<file path="src/rtl/comp_4bit_if.sv">
// Operand/cascade bus for the registered magnitude comparator.
// The master drives operands and cascade flags; the slave (comparator)
// returns the registered result flags and their valid strobe.
interface comp_4bit_if #(
    parameter int WIDTH = 4
);
    logic             in_valid;
    logic [WIDTH-1:0] a;
    logic [WIDTH-1:0] b;
    logic             cas_gt;
    logic             cas_eq;
    logic             cas_lt;
    logic             out_valid;
    logic             agtb;
    logic             aeqb;
    logic             altb;

    modport master (
        output in_valid, a, b, cas_gt, cas_eq, cas_lt,
        input  out_valid, agtb, aeqb, altb
    );

    modport slave (
        input  in_valid, a, b, cas_gt, cas_eq, cas_lt,
        output out_valid, agtb, aeqb, altb
    );
endinterface

</file>
<file path="src/rtl/comp_4bit.sv">
// Registered unsigned magnitude comparator with cascade inputs.
// One-hot {agtb, aeqb, altb} appear one clock after a valid sample; equal
// operands defer to the cascade flags from a less-significant stage, so
// several instances can be chained into a wider comparator.
module comp_4bit #(
    parameter int WIDTH = 4
) (
    input  logic       clk,
    input  logic       rst,
    comp_4bit_if.slave bus
);

    // Resolve one compare into {gt, eq, lt}; equal operands fall through to
    // the cascade flags with greater taking priority over less.
    function automatic logic [2:0] resolve(
        input logic [WIDTH-1:0] a,
        input logic [WIDTH-1:0] b,
        input logic             cgt,
        input logic             clt
    );
        logic [2:0] r;
        if (a > b)
            r = 3'b100;
        else if (a < b)
            r = 3'b001;
        else if (cgt)
            r = 3'b100;
        else if (clt)
            r = 3'b001;
        else
            r = 3'b010;
        return r;
    endfunction

    logic [WIDTH-1:0] a_p0;
    logic [WIDTH-1:0] b_p0;
    logic             vld_p0;
    logic [2:0]       flags_p0;
    logic             vld_p1;
    logic [2:0]       flags_p1;

    // cas_eq carries no extra information: equal operands with neither
    // cas_gt nor cas_lt set already resolve to equal.
    logic             cas_eq_unused;

    assign a_p0          = bus.a;
    assign b_p0          = bus.b;
    assign vld_p0        = bus.in_valid;
    assign cas_eq_unused = bus.cas_eq;

    // Stage p0: combinational compare of the sampled inputs.
    always_comb begin
        flags_p0 = resolve(a_p0, b_p0, bus.cas_gt, bus.cas_lt);
    end

    // Stage p1: register the result; flags hold while no valid sample arrives.
    always_ff @(posedge clk) begin
        if (rst) begin
            vld_p1   <= 1'b0;
            flags_p1 <= 3'b000;
        end else begin
            vld_p1 <= vld_p0;
            if (vld_p0)
                flags_p1 <= flags_p0;
        end
    end

    assign bus.out_valid = vld_p1;
    assign bus.agtb      = flags_p1[2];
    assign bus.aeqb      = flags_p1[1];
    assign bus.altb      = flags_p1[0];

endmodule

</file>
<file path="src/flat_wrapper.sv">
// flat-port wrapper written by rule: the top's interface ports become plain ports
module comp_4bit_flat 
#(
    parameter int WIDTH = 4
)
  (clk, rst, bus_in_valid, bus_a, bus_b, bus_cas_gt, bus_cas_eq, bus_cas_lt, bus_out_valid, bus_agtb, bus_aeqb, bus_altb);
  comp_4bit_if #(.WIDTH(WIDTH)) bus_i ();
  input  logic clk;
  input  logic rst;
  input wire logic [$bits(bus_i.in_valid)-1:0] bus_in_valid;
  input wire logic [$bits(bus_i.a)-1:0] bus_a;
  input wire logic [$bits(bus_i.b)-1:0] bus_b;
  input wire logic [$bits(bus_i.cas_gt)-1:0] bus_cas_gt;
  input wire logic [$bits(bus_i.cas_eq)-1:0] bus_cas_eq;
  input wire logic [$bits(bus_i.cas_lt)-1:0] bus_cas_lt;
  output wire logic [$bits(bus_i.out_valid)-1:0] bus_out_valid;
  output wire logic [$bits(bus_i.agtb)-1:0] bus_agtb;
  output wire logic [$bits(bus_i.aeqb)-1:0] bus_aeqb;
  output wire logic [$bits(bus_i.altb)-1:0] bus_altb;
  assign bus_i.in_valid = bus_in_valid;
  assign bus_i.a = bus_a;
  assign bus_i.b = bus_b;
  assign bus_i.cas_gt = bus_cas_gt;
  assign bus_i.cas_eq = bus_cas_eq;
  assign bus_i.cas_lt = bus_cas_lt;
  assign bus_out_valid = bus_i.out_valid;
  assign bus_agtb = bus_i.agtb;
  assign bus_aeqb = bus_i.aeqb;
  assign bus_altb = bus_i.altb;
  comp_4bit #(.WIDTH(WIDTH)) u_core (.clk(clk), .rst(rst), .bus(bus_i));
endmodule
</file>
<file path="config.mk">
export PLATFORM = sky130hd
export DESIGN_NAME = comp_4bit_flat
export DESIGN_NICKNAME = d
export VERILOG_FILES = /design/src/rtl/comp_4bit_if.sv /design/src/rtl/comp_4bit.sv /design/src/flat_wrapper.sv
export SDC_FILE = /design/constraint.sdc
export NUM_CORES = 1
export LEC_CHECK = 0
export ABC_CLOCK_PERIOD_IN_PS = 2200
export CAP_MARGIN = 20
export CORE_AREA = 2 2 39 41
export DETAILED_ROUTE_END_ITERATION = 16
export DIE_AREA = 0 0 41 43
export SYNTH_ARGS = -nofsm -noshare
export SYNTH_HDL_FRONTEND = slang
export SYNTH_SLANG_ARGS = --single-unit
</file>
<file path="constraint.sdc">
create_clock -name clk -period 2.2 [get_ports clk]
set_input_delay 0.44 -clock clk [delete_from_list [all_inputs] [get_ports clk]]
set_output_delay 0.44 -clock clk [all_outputs]
set_load 0.005 [all_outputs]
</file>
# --- After elaboration in Yosys (flattened, before gate mapping) ---
# Cells that the tools add are included.
classes:
  mux: 4
  order_cmp: 2
ops:
  columns: ["op", "count"]
  rows:
  - ["$mux W3", 3]
  - ["$gt A4 B4 Y1", 1]
  - ["$lt A4 B4 Y1", 1]
  - ["$mux W2", 1]
word_totals:
  reg_bits: 4
  inputBits: 14

# --- Logic depth before layout (Yosys ltp) ---
# Gate-level depths: netlist of the first run.
logic_depth:
  ltp_word: 4
  mapped_depth: 6
  depth_no_buf: 6

# --- Least setup slack after synthesis of the first run ---
# No wires, ideal clock.
synth_timing:
  path_kind: "input-to-reg"
  from: "input port bus_b[3]"
  to: "register u_core.flags_p1[1]"
  required_time_ns: 2.134
  arrival_ns: 1.304
  cell_stages: 6
  slack_ns: 0.830
  path_buffers: 0
  path_cell_list: "inv_1 -> ha_1 -> nand4_1 -> nor3b_2 -> o211ai_1 -> a21oi_2"
synth_via:
  elab_chain_cells: 3
synth_lines:
  columns: ["item", "line_no", "rtl"]
  rows:
  - ["start: declaration", "flat_wrapper.sv:12", "input wire logic [$bits(bus_i.b)-1:0] bus_b;"]
  - ["$lt A4 B4 Y1", "comp_4bit.sv:24", "else if (a < b)"]
  - ["$mux W3", "comp_4bit.sv:24", null]
  - ["$mux W3 (*)", "comp_4bit.sv:22", "if (a > b)"]
  - ["end signal: assignment", "comp_4bit.sv:64", "flags_p1 <= flags_p0;"]
  - ["end: declaration", "comp_4bit.sv:40", "logic [2:0] flags_p1;"]
# Mark *: on every way between the ends. The rest lies on a longest branch, timed or not.
# A chain may end at the register's enable or synchronous reset.

# --- Worst setup path in the final report of the first run ---
# Same ends and word-level chain as after synthesis.

==> results of run 1 <==
## cell type report
class,instances,area [um2]
Multi-Input combinational cell,19,146
Timing Repair Buffer,16,160
Clock buffer,3,22.5
Sequential cell,4,80.1
Tap cell,16,20.0
Inverter,6,22.5
Fill cell,151,932
## critical path, cell delays in order
cell             delay [ps]
clkdlybuf4s50_1         450
inv_1                    40
ha_1                    280
nand4_1                 110
nor3b_2                 230
o211ai_1                150
a21oi_2                 140
## report_power, final
group          switching, W  internal (W)  leakage, nW
Sequential       0.00000174     0.0000771       0.0330
Combinational     0.0000181     0.0000366        0.156
Clock             0.0000282     0.0000609       0.0138
## worst max path at each step
stage	startpoint	end	slack, ps
after floorplan	bus_b[3]	u_core.flags_p1[1]	830
after global placement	bus_b[3]	u_core.flags_p1[1]	260
after detailed placement	bus_b[3]	u_core.flags_p1[1]	260
after CTS	bus_b[3]	u_core.flags_p1[1]	510
after global routing	bus_b[2]	u_core.flags_p1[1]	400
final	bus_b[3]	u_core.flags_p1[1]	520
## layer usage
layer	GRT usage	vias up	part of all wire
li1	-	137	-
met1	0.0833	107	0.43
met2	0.109	11	0.47
met3	0.0157	0	0.098
met4	0.100	0	0
met5	0	-	0
## logic make-up (layout without fill, tap and decap cells)
group | Yosys count | after routing | share of synthesized area
AO/OA/AOI/OAI | 6 | 6 | 0.181
adder cells (fa/ha/maj) | 4 | 4 | 0.201
buffers and inverters | 6 | 25 | 0.0904
flip-flops | 4 | 4 | 0.322
AND/OR/NAND/NOR | 9 | 9 | 0.206
## cells in the final DEF, fill, tap and decap left out
cell and instances:
clkbuf_4 3, o211ai_1 1, a22o_1 1, nor4_1 1, inv_1 6, nor3_1 1
dfxtp_1 4, o21ba_1 1, clkdlybuf4s50_1 16, o21ai_1 1, nand2_1 1, nand2b_1 1
nor3b_2 1, nand4_1 1, a21oi_1 1, nor2_1 3, ha_1 4, a21oi_2 1
## per-stage QoR
step           total power, W  cell area, um2  setup slack (ps)
6_report             0.000223             452               521
3_5_place_dp         0.000136             429               261
5_1_grt              0.000239             452               402
2_1_floorplan        0.000101             249               830
3_3_place_gp         0.000135             429               265
4_1_cts              0.000231             452               509
## state kept, by name, summed over array words and instances (netlist names)
signal / flops
u_core.bus.out_valid: 1
u_core.flags_p1: 3
==> impl_summary.log, run 1 <==
INFO  metric final_layout_size_suffix_gt1_frac = 0.104
INFO  metric tns = 0 ps
INFO  metric grt_start_max_net_pins = 5
INFO  metric path_class = in -> reg
INFO  metric post_place_cells = 61
INFO  metric max_cap_violations = 0
INFO  metric final-instance-count-excl-fill = 64
INFO  metric ant_nets = 0
INFO  metric crit_path_start_kind = primary input
INFO  metric routabilityCongestion = 0.631
INFO  metric cts_made_buffers = 3
INFO  metric hold_path_depth = 2
INFO  metric postRouteWirelength = 511 um
INFO  metric synth_top_cell_by_area = dfxtp_1
INFO  metric drt_first_pass_iters = 1
INFO  metric timing.critical_path.fanout_max = 3
INFO  metric timing.slew.headroom = 0.831
INFO  metric ys_warn_count = 0
INFO  metric status = completed
INFO  metric core_area = 1380 um2
INFO  metric synth_sequential_area_ratio = 0.322
INFO  metric drt_iter0_drc = 0
INFO  metric synth_most_common_cell = inv_1
INFO  metric synth_cell_types = 16
INFO  metric synth_enable_flop_cells = 0
INFO  metric floorplan.die.width = 41 um
INFO  metric max-vdd-ir-drop = 128 uV
INFO  metric worst_r2r_startpoint = u_core.flags_p1[0]
INFO  metric synthesis.nets = 47
INFO  metric unrepaired_setup_endpoints_after_global_routing = no
INFO  metric wire_length_of_the_first_global_routing_pass = 890 um
INFO  metric holdCritPathClass = reg -> reg
INFO  metric finalCritPeriodShare = 0.763
INFO  metric worst_setup_path_end_kind = flip-flop
INFO  metric finClkSkew = 0 ps
INFO  metric cts_htree_levels = 1
INFO  metric cts_num_sinks = 4
INFO  metric viasPerCell = 3.98
INFO  metric route.vias.total = 255
INFO  metric cts-hold-fix-buffers = 0
INFO  metric antenna_found_initial = 0
INFO  metric synthTopCellsByArea = dfxtp_1, ha_1, inv_1
INFO  metric power-per-cell-area = 493 nW/um2
INFO  metric floorplan.die_area = 1760 um2
INFO  metric critPathArrivalTime = 1850 ps
INFO  metric maxSlewViolCount = 0
INFO  metric post_synth_instance_area = 249 um2
INFO  metric placement_rows = 14
INFO  metric postSynth.asyncResetShare = 0
INFO  metric floorplan.io_pins = 18
INFO  metric critical_path_required = 2370 ps
INFO  metric number_of_remaining_drc_errors = 0
INFO  metric power_leakage = 0.203 nW
INFO  metric achievable-frequency = 0.596 GHz
INFO  metric min-delay-start = u_core.flags_p1[1]
INFO  metric yosys-top-cells-count = inv_1, dfxtp_1, ha_1, nor2_1
INFO  metric antennaDiodeCount = 0
INFO  metric post_synth.cell_area_avg = 8.59 um2
INFO  metric port-buffer-count = 16
INFO  metric clockBufferDepth = 2
INFO  metric floorplan.initialDensity = 0.180
INFO  metric worstMarginPinSlew = 251 ps
INFO  metric cts_resized = 0
INFO  metric cts-root-buf = clkbuf_4
INFO  metric worst_skew_pair.late_latency = 230 ps
INFO  metric fin_nets = 68
INFO  metric worst-r2r-cell-count = 2
INFO  metric hold_violations = 0
INFO  metric min_period = 1680 ps
INFO  metric setup_viol = 0
INFO  metric syn_inst = 29
INFO  metric worstHoldEndpoint = u_core.flags_p1[1]
INFO  metric ys_seq_elements = 4
INFO  metric finalHoldWorstSlack = 463 ps
INFO  metric grt_pass1_vias = 258
INFO  metric overflow = 0
INFO  metric area_delta_synth_final = 81.4%
INFO  metric yosysTopAreaCellShare = 0.322
INFO  metric die_h = 43 um
INFO  metric rrSetupSlack = 1410 ps
INFO  metric post-cts-setup-buffers = 0
INFO  metric fin_util = 0.326
INFO  metric cts.clk_slew.worst_paths = 40 ps
INFO  metric dominant_synthesized_flop_cell = dfxtp_1
INFO  metric route.detailed.wl_per_inst = 7.98 um
INFO  metric track_usage = 0.0792
INFO  metric critical_path.reg2reg.endpoint = u_core.flags_p1[0]
INFO  metric clock_tree_from_tritoncts = done
(Power assumes the default switching activity.)
==> run 2: changes to the inputs <==
- ABC_CLOCK_PERIOD_IN_PS: 2200 -> 1690
- clock period: 2.2 -> 1.69 ns (I/O delays scaled with it)
==> run 2 against run 1 <==
Against the previous run:
- clock skew unchanged
- first-iteration DRC count up 4
- sequential power rose by 31%
- hold slack better by 7.2 ps
- core utilization rose by 0.54 points
- non-clock buffer count is 1 higher
- cell area is 1.7% higher
- critical path depth unchanged
- via count increased by 1.6%
- sequential share of layout area shrank 0.29 points
- die area did not move
- final cell count grew 1.6%
- largest cell class unchanged
==> impl_summary.log, run 2 (synthesis gave the netlist of run 1 again) <==
INFO  metric mostFrequentLayoutCells = clkdlybuf4s50_1, inv_1, ha_1, dfxtp_1
INFO  metric wire_length_of_the_first_global_routing_pass = 876 um (-1.6%)
INFO  metric timing.critical_path.fanout_max = 3 (unchanged)
INFO  metric fin_nets = 69 (+1.5%)
INFO  metric cts-hold-fix-buffers = 0 (unchanged)
INFO  metric power_leakage = 0.208 nW (+2.7%)
INFO  metric worstPathCellList = clkdlybuf4s50_1 -> inv_1 -> ha_1 -> nand4_1 -> nor3b_2 -> o211ai_1 -> a21oi_2
INFO  metric critical_path.reg2reg.endpoint = u_core.flags_p1[0]
INFO  metric cp_slowest_stage_delay = 450 ps (about the same)
INFO  metric viasPerCell = 3.98 (about the same)
INFO  metric min_period = 1580 ps
INFO  metric finalHoldWorstSlack = 470 ps (+7.25 ps)
INFO  metric worst_setup_path_end_kind = flip-flop
INFO  metric power-per-cell-area = 635 nW/um2 (+29%)
INFO  metric path_class = in -> reg
INFO  metric postRouteWirelength = 495 um (-3.1%)
INFO  metric overflow = 0 (unchanged)
INFO  metric floorplan.die_area = 1760 um2 (unchanged)
INFO  metric max_flop_register = u_core.flags_p1
INFO  metric floorplan.io_pins = 18 (unchanged)
INFO  metric timing.slew.headroom = 0.847 (+0.0154)
INFO  metric cts_num_sinks = 4 (unchanged)
INFO  metric finClkSkew = 0 ps (unchanged)
INFO  metric worstMarginPinSlew = 228 ps (-23.0 ps)
INFO  metric antennaDiodeCount = 0 (unchanged)
INFO  metric drt_first_pass_iters = 2 (+1)
INFO  metric placement_rows = 14 (unchanged)
INFO  metric achievable-frequency = 0.631 GHz
INFO  metric track_usage = 0.0772 (-0.00201)
INFO  metric crit_end = u_core.flags_p1[1]
INFO  metric critPathArrivalTime = 1760 ps (-90 ps)
INFO  metric cpLargestDelayFamily = buffers and inverters
INFO  metric worst_r2r_startpoint = u_core.flags_p1[0]
INFO  metric grt_start_max_net_pins = 5 (unchanged)
INFO  metric cp_slowest_cell = clkdlybuf4s50_1
INFO  metric fin_util = 0.332 (+0.00543)
INFO  metric routabilityCongestion = 0.626 (-0.81%)
INFO  metric worst_skew_pair.late_latency = 230 ps (about the same)
INFO  metric finalCritPeriodShare = 0.938
INFO  metric ant_nets = 0 (unchanged)
INFO  metric rrSetupSlack = 900 ps (-510 ps)
INFO  metric worst-r2r-cell-count = 2 (unchanged)
INFO  metric floorplan.die.width = 41 um (unchanged)
INFO  metric crit_path_start = bus_b[3]
INFO  metric setup_viol = 0 (unchanged)
INFO  metric final_layout_size_suffix_gt1_frac = 0.122 (+0.0183)
INFO  metric port-buffer-count = 16 (unchanged)
INFO  metric max_reg_flops = 3 (unchanged)
INFO  metric most_common_cell_after_layout_fill_and_taps_aside = clkdlybuf4s50_1
INFO  metric hold_violations = 0 (unchanged)
INFO  metric max-vdd-ir-drop = 158 uV (+23%)
INFO  metric grt_pass1_vias = 249 (-3.5%)
INFO  metric worst-path-stages = 7 (unchanged)
INFO  metric post-cts-setup-buffers = 0 (unchanged)
INFO  metric antenna_found_initial = 0 (unchanged)
INFO  metric status = completed
INFO  metric cts_htree_levels = 1 (unchanged)
INFO  metric worst-path-buf-inv = 2 (unchanged)
INFO  metric clockBufferDepth = 2 (unchanged)
INFO  metric clock_tree_from_tritoncts = done
INFO  metric cts-root-buf = clkbuf_4
INFO  metric drt_iter0_drc = 4 (+4)
INFO  metric route.vias.total = 259 (+1.6%)
INFO  metric number_of_remaining_drc_errors = 0 (unchanged)
INFO  metric unrepaired_setup_endpoints_after_global_routing = no
INFO  metric cts_made_buffers = 3 (unchanged)
INFO  metric cts.clk_slew.worst_paths = 40 ps (about the same)
INFO  metric maxSlewViolCount = 0 (unchanged)
INFO  metric max_cap_violations = 0 (unchanged)
INFO  metric cts_resized = 0 (unchanged)
INFO  metric critical_path_required = 1860 ps (-510 ps)
INFO  metric hold_path_depth = 2 (unchanged)
INFO  metric die_h = 43 um (unchanged)
INFO  metric floorplan.initialDensity = 0.180 (unchanged)
INFO  metric dp.final_hpwl = 442 um
INFO  metric area_delta_synth_final = 84.4%
INFO  metric core_area = 1380 um2 (unchanged)
INFO  metric holdCritPathClass = reg -> reg
INFO  metric crit_path_start_kind = primary input
INFO  metric route.detailed.wl_per_inst = 7.62 um (-4.6%)
run 2: changes by cell type in the layout (fill, tap and decap cells not counted):
| cell | change |
|---|---|
| buf_4 | +1 |
run 2: power by group:
part           leakage [nW]  total [W]  internal (W)  switching (W)
registers            0.0330   0.000103      0.000100     0.00000224
logic                 0.161  0.0000714     0.0000481      0.0000233
clock network        0.0138   0.000118     0.0000794      0.0000383
total                 0.208   0.000292      0.000228      0.0000639
run 2: worst min path at each step:
stage | startpoint | endpoint | slack (ps)
2_1_floorplan | rst | u_core.flags_p1[1] | 400
3_3_place_gp | u_core.flags_p1[1] | u_core.flags_p1[1] | 460
3_5_place_dp | u_core.flags_p1[1] | u_core.flags_p1[1] | 470
4_1_cts | u_core.flags_p1[1] | u_core.flags_p1[1] | 470
5_1_grt | u_core.flags_p1[1] | u_core.flags_p1[1] | 510
6_report | u_core.flags_p1[1] | u_core.flags_p1[1] | 470
run 2: area by class of cell:
class,instances,area (um2)
Clock buffer,3,22.5
Multi-Input combinational cell,19,146
Tap cell,16,20.0
Timing Repair Buffer,17,168
Fill cell,155,925
Inverter,6,22.5
Sequential cell,4,80.1
run 2: metal layers:
metal	vias up	wire (um)	global-route usage
li1	139	-	-
met1	109	202	0.0833
met2	11	234	0.100
met3	0	57	0.0209
met4	0	0	0.100
met5	-	0	0
run 2: worst reg2reg max path: cells and delay by family, from the launching register on:
kind               cells  cell delay (ps)
AOI/OAI and AO/OA      2              380
DFF                    1              300
run 2: metrics by stage:
step | setup WS, ps | total power, W | TNS (ps) | std cells | cell area [um2]
after floorplan | 422 | 0.000131 | 0 | 29 | 249
after global placement | -141 | 0.000176 | -327 | 62 | 437
after detailed placement | -146 | 0.000177 | -335 | 62 | 437
after CTS | 106 | 0.000302 | 0 | 65 | 459
after global routing | 24.9 | 0.000313 | 0 | 65 | 459
final | 105 | 0.000292 | 0 | 65 | 459
==> run 3: changes to the inputs <==
==> constraint.sdc (replaced) <==
create_clock -name clk -period 1.69 [get_ports clk]
set_input_delay 0.169 -clock clk [delete_from_list [all_inputs] [get_ports clk]]
set_output_delay 0.169 -clock clk [all_outputs]
set_load 0.005 [all_outputs]
==> results of run 3 <==
The final DEF is identical to that of run 1. Status: completed.
Main changes from that run: setup slack after placement 261 ps -> 22.3 ps; setup slack after layout 521 ps -> 282 ps; register-to-register setup slack 1410 ps -> 900 ps; total power 0.000223 W -> 0.000290 W; worst IR drop on VDD 128 uV -> 167 uV
